$ cat config.mk
export PLATFORM = sky130hd
export DESIGN_NAME = dmux_dispatcher
export DESIGN_NICKNAME = d
export VERILOG_FILES = /design/src/rtl/dmux_dispatcher.sv
export SDC_FILE = /design/constraint.sdc
export NUM_CORES = 1
export LEC_CHECK = 0
export ABC_AREA = 1
export CORE_UTILIZATION = 49
export CTS_CLUSTER_DIAMETER = 30
export CTS_CLUSTER_SIZE = 14
export DETAILED_ROUTE_END_ITERATION = 16
export PLACE_DENSITY = 0.85
export SYNTH_ARGS = -nofsm -noshare
export SYNTH_HDL_FRONTEND = slang
export SYNTH_SLANG_ARGS = --single-unit
export TNS_END_PERCENT = 20
$ cat constraint.sdc
create_clock -name clk -period 1.79 [get_ports clk]
set_input_delay 0.358 -clock clk [delete_from_list [all_inputs] [get_ports clk]]
set_output_delay 0.358 -clock clk [all_outputs]
set_load 0.01 [all_outputs]
$ cat src/rtl/dmux_dispatcher.sv
// dmux_dispatcher
//   Steers words from one valid/ready input to one of two output channels
//   (A or B). Each channel owns a one-entry holding register with its own
//   valid/ready handshake. The destination is either in_sel or a round-robin
//   pointer (rr_mode=1). A per-channel counter tracks delivered words.
//
// Ports
//   clk, reset          rising-edge clock, synchronous active-high reset
//   in_data/in_sel      input word and explicit destination (0=A, 1=B)
//   in_valid/in_ready   input handshake (in_ready is combinational)
//   rr_mode             1 = round-robin steering, in_sel ignored
//   a_data/a_valid/a_ready   channel A output handshake
//   b_data/b_valid/b_ready   channel B output handshake
//   rr_ptr              next round-robin destination
//   cnt_a/cnt_b         wrapping counts of completed output handshakes
//
// Channel FSM (one per channel)
//   state | meaning
//   EMPTY | holding register free, valid=0
//   FULL  | holding register holds a word, valid=1

module dmux_dispatcher #(
  parameter int WIDTH = 16,
  parameter int CNT_W = 8
) (
  input  logic             clk,
  input  logic             reset,
  input  logic [WIDTH-1:0] in_data,
  input  logic             in_sel,
  input  logic             in_valid,
  output logic             in_ready,
  input  logic             rr_mode,
  output logic [WIDTH-1:0] a_data,
  output logic             a_valid,
  input  logic             a_ready,
  output logic [WIDTH-1:0] b_data,
  output logic             b_valid,
  input  logic             b_ready,
  output logic             rr_ptr,
  output logic [CNT_W-1:0] cnt_a,
  output logic [CNT_W-1:0] cnt_b
);

  typedef enum logic {
    EMPTY = 1'b0,
    FULL  = 1'b1
  } ch_state_t;

  ch_state_t a_state;
  ch_state_t b_state;

  logic dest;
  logic dest_valid;
  logic dest_ready;
  logic accept;
  logic acc_a;
  logic acc_b;
  logic hs_a;
  logic hs_b;

  assign a_valid = (a_state == FULL);
  assign b_valid = (b_state == FULL);

  // Only the selected channel gates the input, so a stalled channel never
  // blocks words bound for the other one. Round-robin does not skip a
  // full channel; it waits for it.
  assign dest       = rr_mode ? rr_ptr : in_sel;
  assign dest_valid = dest ? b_valid : a_valid;
  assign dest_ready = dest ? b_ready : a_ready;
  assign in_ready   = ~dest_valid | dest_ready;

  assign accept = in_valid & in_ready;
  assign acc_a  = accept & ~dest;
  assign acc_b  = accept & dest;
  assign hs_a   = a_valid & a_ready;
  assign hs_b   = b_valid & b_ready;

  always_ff @(posedge clk) begin
    if (reset) begin
      a_state <= EMPTY;
      b_state <= EMPTY;
      a_data  <= '0;
      b_data  <= '0;
      rr_ptr  <= 1'b0;
      cnt_a   <= '0;
      cnt_b   <= '0;
    end else begin
      // A FULL channel only sees an accept when it is also draining, so
      // FULL stays FULL on a reload.
      case (a_state)
        EMPTY:   if (acc_a)          a_state <= FULL;
        FULL:    if (hs_a && !acc_a) a_state <= EMPTY;
        default:                     a_state <= EMPTY;
      endcase

      case (b_state)
        EMPTY:   if (acc_b)          b_state <= FULL;
        FULL:    if (hs_b && !acc_b) b_state <= EMPTY;
        default:                     b_state <= EMPTY;
      endcase

      if (acc_a) a_data <= in_data;
      if (acc_b) b_data <= in_data;

      if (accept && rr_mode) rr_ptr <= ~rr_ptr;

      if (hs_a) cnt_a <= cnt_a + 1'b1;
      if (hs_b) cnt_b <= cnt_b + 1'b1;
    end
  end

endmodule

==> out/results.ini, run 1 <==
[status]
status = finished clean

[finish]
nets = 384
final_cell_area_um2 = 3130
syn_to_final_growth_pct = 40.6
fill_cells = 344
insertedDiodeCount = 0
final_cells = 411
drive_above_1_share = 0.153

[grt]
grt_pass1_wl_um = 7890
overflow = 0
busiest_layer = met2
use_met3 = 0.0814
grt_pass1_vias = 1873
track_usage = 0.202
antenna_found_initial = 0
grt_start_max_net_pins = 45
use_met2 = 0.333
use_met1 = 0.234

[job]
cap_violations = 0

[yosys]
syn_area_um2 = 2230
synth_largest_area_cell = dfxtp_1
netlist_instances = 279
synth-simple-area-share = 0.182
synth_top_family_by_area = compound AO/OA/AOI/OAI gates
synth_seq_cells = 51
synth_nets = 304
synth_area_leaders = dfxtp_1, inv_1, nand2_1
synth_top_area_share = 0.458
synth-edff-count = 0
synth_xor_area_frac = 0
synth_seq_area_share = 0.458
synthAdderAreaFrac = 0.0112
ys_types = 27
synthMuxAreaShare = 0
ys_warn_count = 0
synth_ff_type = dfxtp_1
synth_compound_area_frac = 0.213
async_flop_share = 0
syn_area_per_cell_um2 = 7.99

[worst_setup_path]
critPathBufInv = 1
slowest_stage = clkdlybuf4s50_1
arrival_ns = 1.30
cp-startpoint = cnt_a[4]$_SDFFE_PP0N_
slowest_delay_ns = 0.57
crit_chain = clkdlybuf4s50_1
crit_fanout = 6
end_kind = primary output
critPathTopFamily = buffers and inverters
worstSetupPathType = reg2out
r2r-start = rr_ptr$_SDFFE_PP0P_
cp.required_ns = 1.43
cp-start-kind = flip-flop

[route]
final_antenna_net_count = 0
viasPerCell = 4.90
wl_per_cell_um = 11.3
dr.pass1.iters = 4
routed_wl_um = 4660
drc = 0
drt_iter0_markers = 62
vias = 2013

[sta]
slew_violations = 0
rsz0062_at_grt = false
relSlewSlack = 0.686
skew_ns = 0.00576
fin_tns_setup_ns = 0
worstMarginPinSlew_ns = 0.471
hold_viol = 0
fin_crit_sh = 0.923
timing.fmax_mhz = 605
finalSetupViolations = 0
min_period_ns = 1.65

[placed_design]
hpwl_um = 3530
io_buffers = 74
dp_cells = 404
placed_cell_area_um2 = 3050
place_congestion = 0.778

[cts]
post_cts_buffers = 0
cts_tree = built
cts_made_buffers = 5
clock-sinks = 51
clockBufferDepth = 2
worstSkewPairLatency_ns = 0.30
path_clk_slew_ns = 0.09
cts_htree_levels = 2
hold_buffers = 0
cts-root-buf = clkbuf_8

[power_and_ir_drop]
ir_worst_vdd_mv = 0.543
p_leak_nw = 1.21
p_total_mw = 2.34
power_density_nw_per_um2 = 745

[die]
die_y_um = 69.5
rows = 24
pin_count = 75
die_area_um2 = 4820
core_um2 = 4350
initial_utilization = 0.512
die_w_um = 69.5

[hold_path]
hold_class = reg2reg
hp-start = a_data[2]$_SDFFE_PP0P_

==> where the power goes <==
| group | switching (mW) | total [mW] | internal (mW) |
|---|---|---|---|
| combinational | 0.207 | 0.446 | 0.239 |
| sequential | 0.0380 | 1.24 | 1.20 |
| clock | 0.348 | 0.652 | 0.304 |
| total | 0.593 | 2.34 | 1.74 |
==> cell type report <==
cell class	count	area, um^2	share of cell area
Multi-Input combinational cell	163	907	0.289
Inverter	54	206	0.0659
Clock buffer	6	82.6	0.0263
Tap cell	52	65.1	0.0208
Timing Repair Buffer	84	847	0.270
Sequential cell	51	1020	0.326
Clock inverter	1	5.00	0.00160
==> path summary, 6_finish.rpt <==
kind | endpoint | slack, ns | cells past startpoint
setup / recovery | cnt_a[4] | 0.14 | 1
hold / removal | a_data[2]$_SDFFE_PP0P_ | 0.45 | 2
setup reg to reg | b_data[1]$_SDFFE_PP0P_ | 0.53 | 7
hold reg to reg | a_data[2]$_SDFFE_PP0P_ | 0.45 | 2
==> sequential cells by signal, indices dropped and copies added (netlist names) <==
signal	flops
b_valid	1
cnt_a	8
b_data	16
cnt_b	8
a_data	16
a_valid	1
rr_ptr	1
==> cells in the mapped netlist (2+ instances only) <==
| cell type | count |
|---|---|
| dfxtp_1 | 51 |
| inv_1 | 51 |
| nand2_1 | 41 |
| a21oi_1 | 26 |
| nor2_1 | 23 |
| o21ai_1 | 14 |
| a21oi_2 | 13 |
| o21ai_2 | 13 |
| nand3_1 | 9 |
| o21ai_0 | 8 |
| buf_6 | 6 |
| nor3_1 | 4 |
| buf_2 | 3 |
| ha_1 | 2 |
| nand2_2 | 2 |
| nand2_4 | 2 |
==> per-layer routing <==
metal,part of all wire,vias up
met3,0.092,4
met1,0.43,917
li1,-,1035
met2,0.47,57
met4,0.0056,0
met5,0,-
==> placed cells by master, fill, tap and decap left out, types with 3 or more instances in the layout <==
cell,synthesis,layout
a21oi_1,26,26
a21oi_2,13,13
buf_12,0,3
buf_4,0,7
clkbuf_8,0,6
clkdlybuf4s50_1,0,72
dfxtp_1,51,51
inv_1,51,51
nand2_1,41,41
nand3_1,9,9
nor2_1,23,23
nor3_1,4,4
o21ai_0,8,8
o21ai_1,14,14
o21ai_2,13,13
==> stage by stage <==
stage,util,hold WS (ns),setup slack [ns]
after floorplan,-,0.467,0.645
after global placement,0.701,0.432,-0.288
after detailed placement,0.701,0.436,-0.319
after CTS,0.721,0.452,0.0276
after global routing,0.720,0.467,0.0614
final,0.720,0.450,0.137
==> what timing repair did <==
item                                    4_1_cts  5_1_grt
hold endpoints to repair                      0        0
resized for setup                             2        2
endpoints found under the setup margin        1        1
==> kinds of logic after synthesis <==
group,count (synthesis)
AND/OR/NAND/NOR,86
AO/OA/AOI/OAI,75
buffers and inverters,65
flip-flops,51
adder cells (fa/ha/maj),2
Note: power is estimated with default switching activity, not from simulation.
==> run 2: changes to the inputs <==
--- a/config.mk
+++ b/config.mk
@@ -6,6 +6,7 @@
 export NUM_CORES = 1
 export LEC_CHECK = 0
 export ABC_AREA = 1
+export CORE_ASPECT_RATIO = 1.75
 export CORE_UTILIZATION = 49
 export CTS_CLUSTER_DIAMETER = 30
 export CTS_CLUSTER_SIZE = 14
==> run 2 against run 1 <==
Die area up 0.22%. Clock-buffer cell count unchanged. Global-route usage rose by 1.8 points. Critical path depth unchanged. Sequential cell count stayed put. Worst setup slack worse by 0.0034 ns. Non-clock buffer count unchanged. Power rose by 12%. Via count grew 1.9%. Critical path type unchanged.
==> out/results.ini, run 2 (same netlist as run 1, synthesis figures left out) <==
[worst_setup_path]
cp-start-kind = flip-flop
slowest_delay_ns = 0.57  ; about the same
cp.depth = 1  ; unchanged
end_kind = primary output
r2r_end = b_data[1]$_SDFFE_PP0P_
reg2reg_depth = 7  ; unchanged
critPathBufInv = 1  ; unchanged
endpoint = cnt_b[2]
worstSetupPathType = reg2out
cp.required_ns = 1.43  ; about the same
crit_chain = clkdlybuf4s50_1
crit_fanout = 5  ; -1
slowest_stage = clkdlybuf4s50_1
reg2reg_slack_ns = 0.50  ; -0.03 ns
r2r-start = rr_ptr$_SDFFE_PP0P_
arrival_ns = 1.30  ; about the same
cp-startpoint = cnt_b[2]$_SDFFE_PP0N_
critPathTopFamily = buffers and inverters

[hold_path]
hold_class = reg2reg

[sta]
worstMarginPinSlew_ns = 0.271  ; -0.200 ns
finalSetupViolations = 0  ; unchanged
timing.fmax_mhz = 604  ; -0.21%
min_period_ns = 1.66  ; +0.00340 ns
fin_crit_sh = 0.925  ; +0.00190
rsz0062_at_grt = false
slew_violations = 0  ; unchanged
hold_viol = 0  ; unchanged
skew_ns = 0.00742  ; +0.00166 ns
relSlewSlack = 0.818  ; +0.132

[placed_design]
placed_cell_area_um2 = 3060  ; +0.37%
place_congestion = 0.754  ; -3.2%
hpwl_um = 3770  ; +6.9%
dp_cells = 403  ; -0.25%
io_buffers = 74  ; unchanged

[grt]
overflow = 0  ; unchanged
track_usage = 0.220  ; +0.0180
grt_pass1_vias = 1937  ; +3.4%
antenna_found_initial = 0  ; unchanged
grt_pass1_wl_um = 8070  ; +2.3%
grt_start_max_net_pins = 34  ; -24%

[route]
dr.pass1.iters = 4  ; unchanged
wl_met3_um = 270  ; -37%
met2_wirelength_um = 2750  ; +25%
final_antenna_net_count = 0  ; unchanged
drt_iter0_markers = 17  ; -73%
drt-met1-wl_um = 1830  ; -8.7%
vias = 2051  ; +1.9%
routed_wl_um = 4920  ; +5.7%
viasPerCell = 4.99  ; +1.9%
top_layer_used = met4
drc = 0  ; unchanged
wl_per_cell_um = 12.0  ; +5.7%

[die]
core_um2 = 4400  ; +1.1%
initial_utilization = 0.506  ; -0.00582
die_w_um = 53.0  ; -24%
die_area_um2 = 4830  ; +0.22%
rows = 32  ; +33%
pin_count = 75  ; unchanged
die_y_um = 91.2  ; +31%

[finish]
final_cell_area_um2 = 3190  ; +1.8%
fill_cells = 354  ; +2.9%
final_common_cell = clkdlybuf4s50_1
nets = 384  ; unchanged
insertedDiodeCount = 0  ; unchanged
drive_above_1_share = 0.153  ; -0.000426
layout_common_cells = clkdlybuf4s50_1, inv_1, dfxtp_1
final_cells = 411  ; unchanged
fin_util = 0.724  ; +0.00460
reg.largest.list = a_data x16, b_data x16
syn_to_final_growth_pct = 43.1

[power_and_ir_drop]
clkPwrFrac = 0.355  ; +0.076
pwr-share-seq = 0.472  ; -0.058
power_density_nw_per_um2 = 821  ; +10%
ir_worst_vdd_mv = 1.03  ; +89%
pwr-share-comb = 0.172  ; -0.019
p_int_mw = 2.00  ; +15%
p_sw_frac = 0.237  ; -0.0172
p_sw_mw = 0.621  ; +4.6%
p_leak_nw = 1.24  ; +1.9%

[cts]
path_clk_slew_ns = 0.09  ; about the same
cts_made_buffers = 5  ; unchanged
cts_tree = built
hold_buffers = 0  ; unchanged
cts_htree_levels = 2  ; unchanged
cts-root-buf = clkbuf_8
clock-sinks = 51  ; unchanged
clockBufferDepth = 2  ; unchanged
worstSkewPairLatency_ns = 0.31  ; about the same

[job]
cap_violations = 0  ; unchanged

[status]
status = finished clean

run 2: cell count changes in the layout (fill, tap and decap cells not counted), sizes merged:
| cell | delta |
|---|---|
| bufinv | +2 |
| clkinv | -1 |
run 2: power by group through the flow:
stage / combinational (mW) / sequential, mW / clock [mW]
finish: 0.451 / 1.24 / 0.931
detailed placement: 0.458 / 1.26 / 0
CTS: 0.457 / 1.24 / 0.947
floorplan: 0.187 / 1.29 / 0
global placement: 0.447 / 1.26 / 0
global route: 0.491 / 1.25 / 0.982
run 2: worst min path at each step:
| stage | to | cells past startpoint | from | slack [ns] |
|---|---|---|---|---|
| CTS | a_data[14]$_SDFFE_PP0P_ | 2 | a_data[14]$_SDFFE_PP0P_ | 0.45 |
| detailed placement | a_data[6]$_SDFFE_PP0P_ | 2 | a_data[6]$_SDFFE_PP0P_ | 0.44 |
| finish | a_data[6]$_SDFFE_PP0P_ | 2 | a_data[6]$_SDFFE_PP0P_ | 0.45 |
| floorplan | b_data[0]$_SDFFE_PP0P_ | 2 | b_data[0]$_SDFFE_PP0P_ | 0.47 |
| global placement | a_data[14]$_SDFFE_PP0P_ | 2 | a_data[14]$_SDFFE_PP0P_ | 0.43 |
| global route | b_data[2]$_SDFFE_PP0P_ | 2 | b_data[2]$_SDFFE_PP0P_ | 0.47 |
run 2: area by class of cell:
class,instances,area [um^2],area share
clock buffer,6,72.6,0.0227
clock inverter,2,60.1,0.0188
inverter,54,206,0.0647
multi-input combinational,163,907,0.284
sequential,51,1020,0.320
tap,51,63.8,0.0200
timing repair buffer,84,860,0.269
run 2: metal layers:
metal,track usage,vias to the layer above
li1,-,1043
met1,0.206,942
met2,0.424,61
met3,0.0553,5
met4,0.0811,0
met5,0,-
run 2: what timing repair did:
action	CTS	global route
endpoints found under the hold margin	0	0
endpoints found under the setup margin	1	1
setup buffers	0	0
resized for setup	2	2
run 2: tightest hold or removal path, cell delays in order (launching register included):
cell	delay (ns)
dfxtp_1	0.32
inv_1	0.05
a21oi_1	0.05
run 2: stage by stage:
step / setup TNS (ns) / hold slack (ns) / power, mW / setup WS (ns)
2_1_floorplan: 0 / 0.467 / 1.48 / 0.645
3_3_place_gp: -0.299 / 0.430 / 1.71 / -0.299
3_5_place_dp: -0.329 / 0.437 / 1.72 / -0.329
4_1_cts: 0 / 0.451 / 2.64 / 0.00876
5_1_grt: 0 / 0.466 / 2.72 / 0.0580
6_report: 0 / 0.448 / 2.62 / 0.134
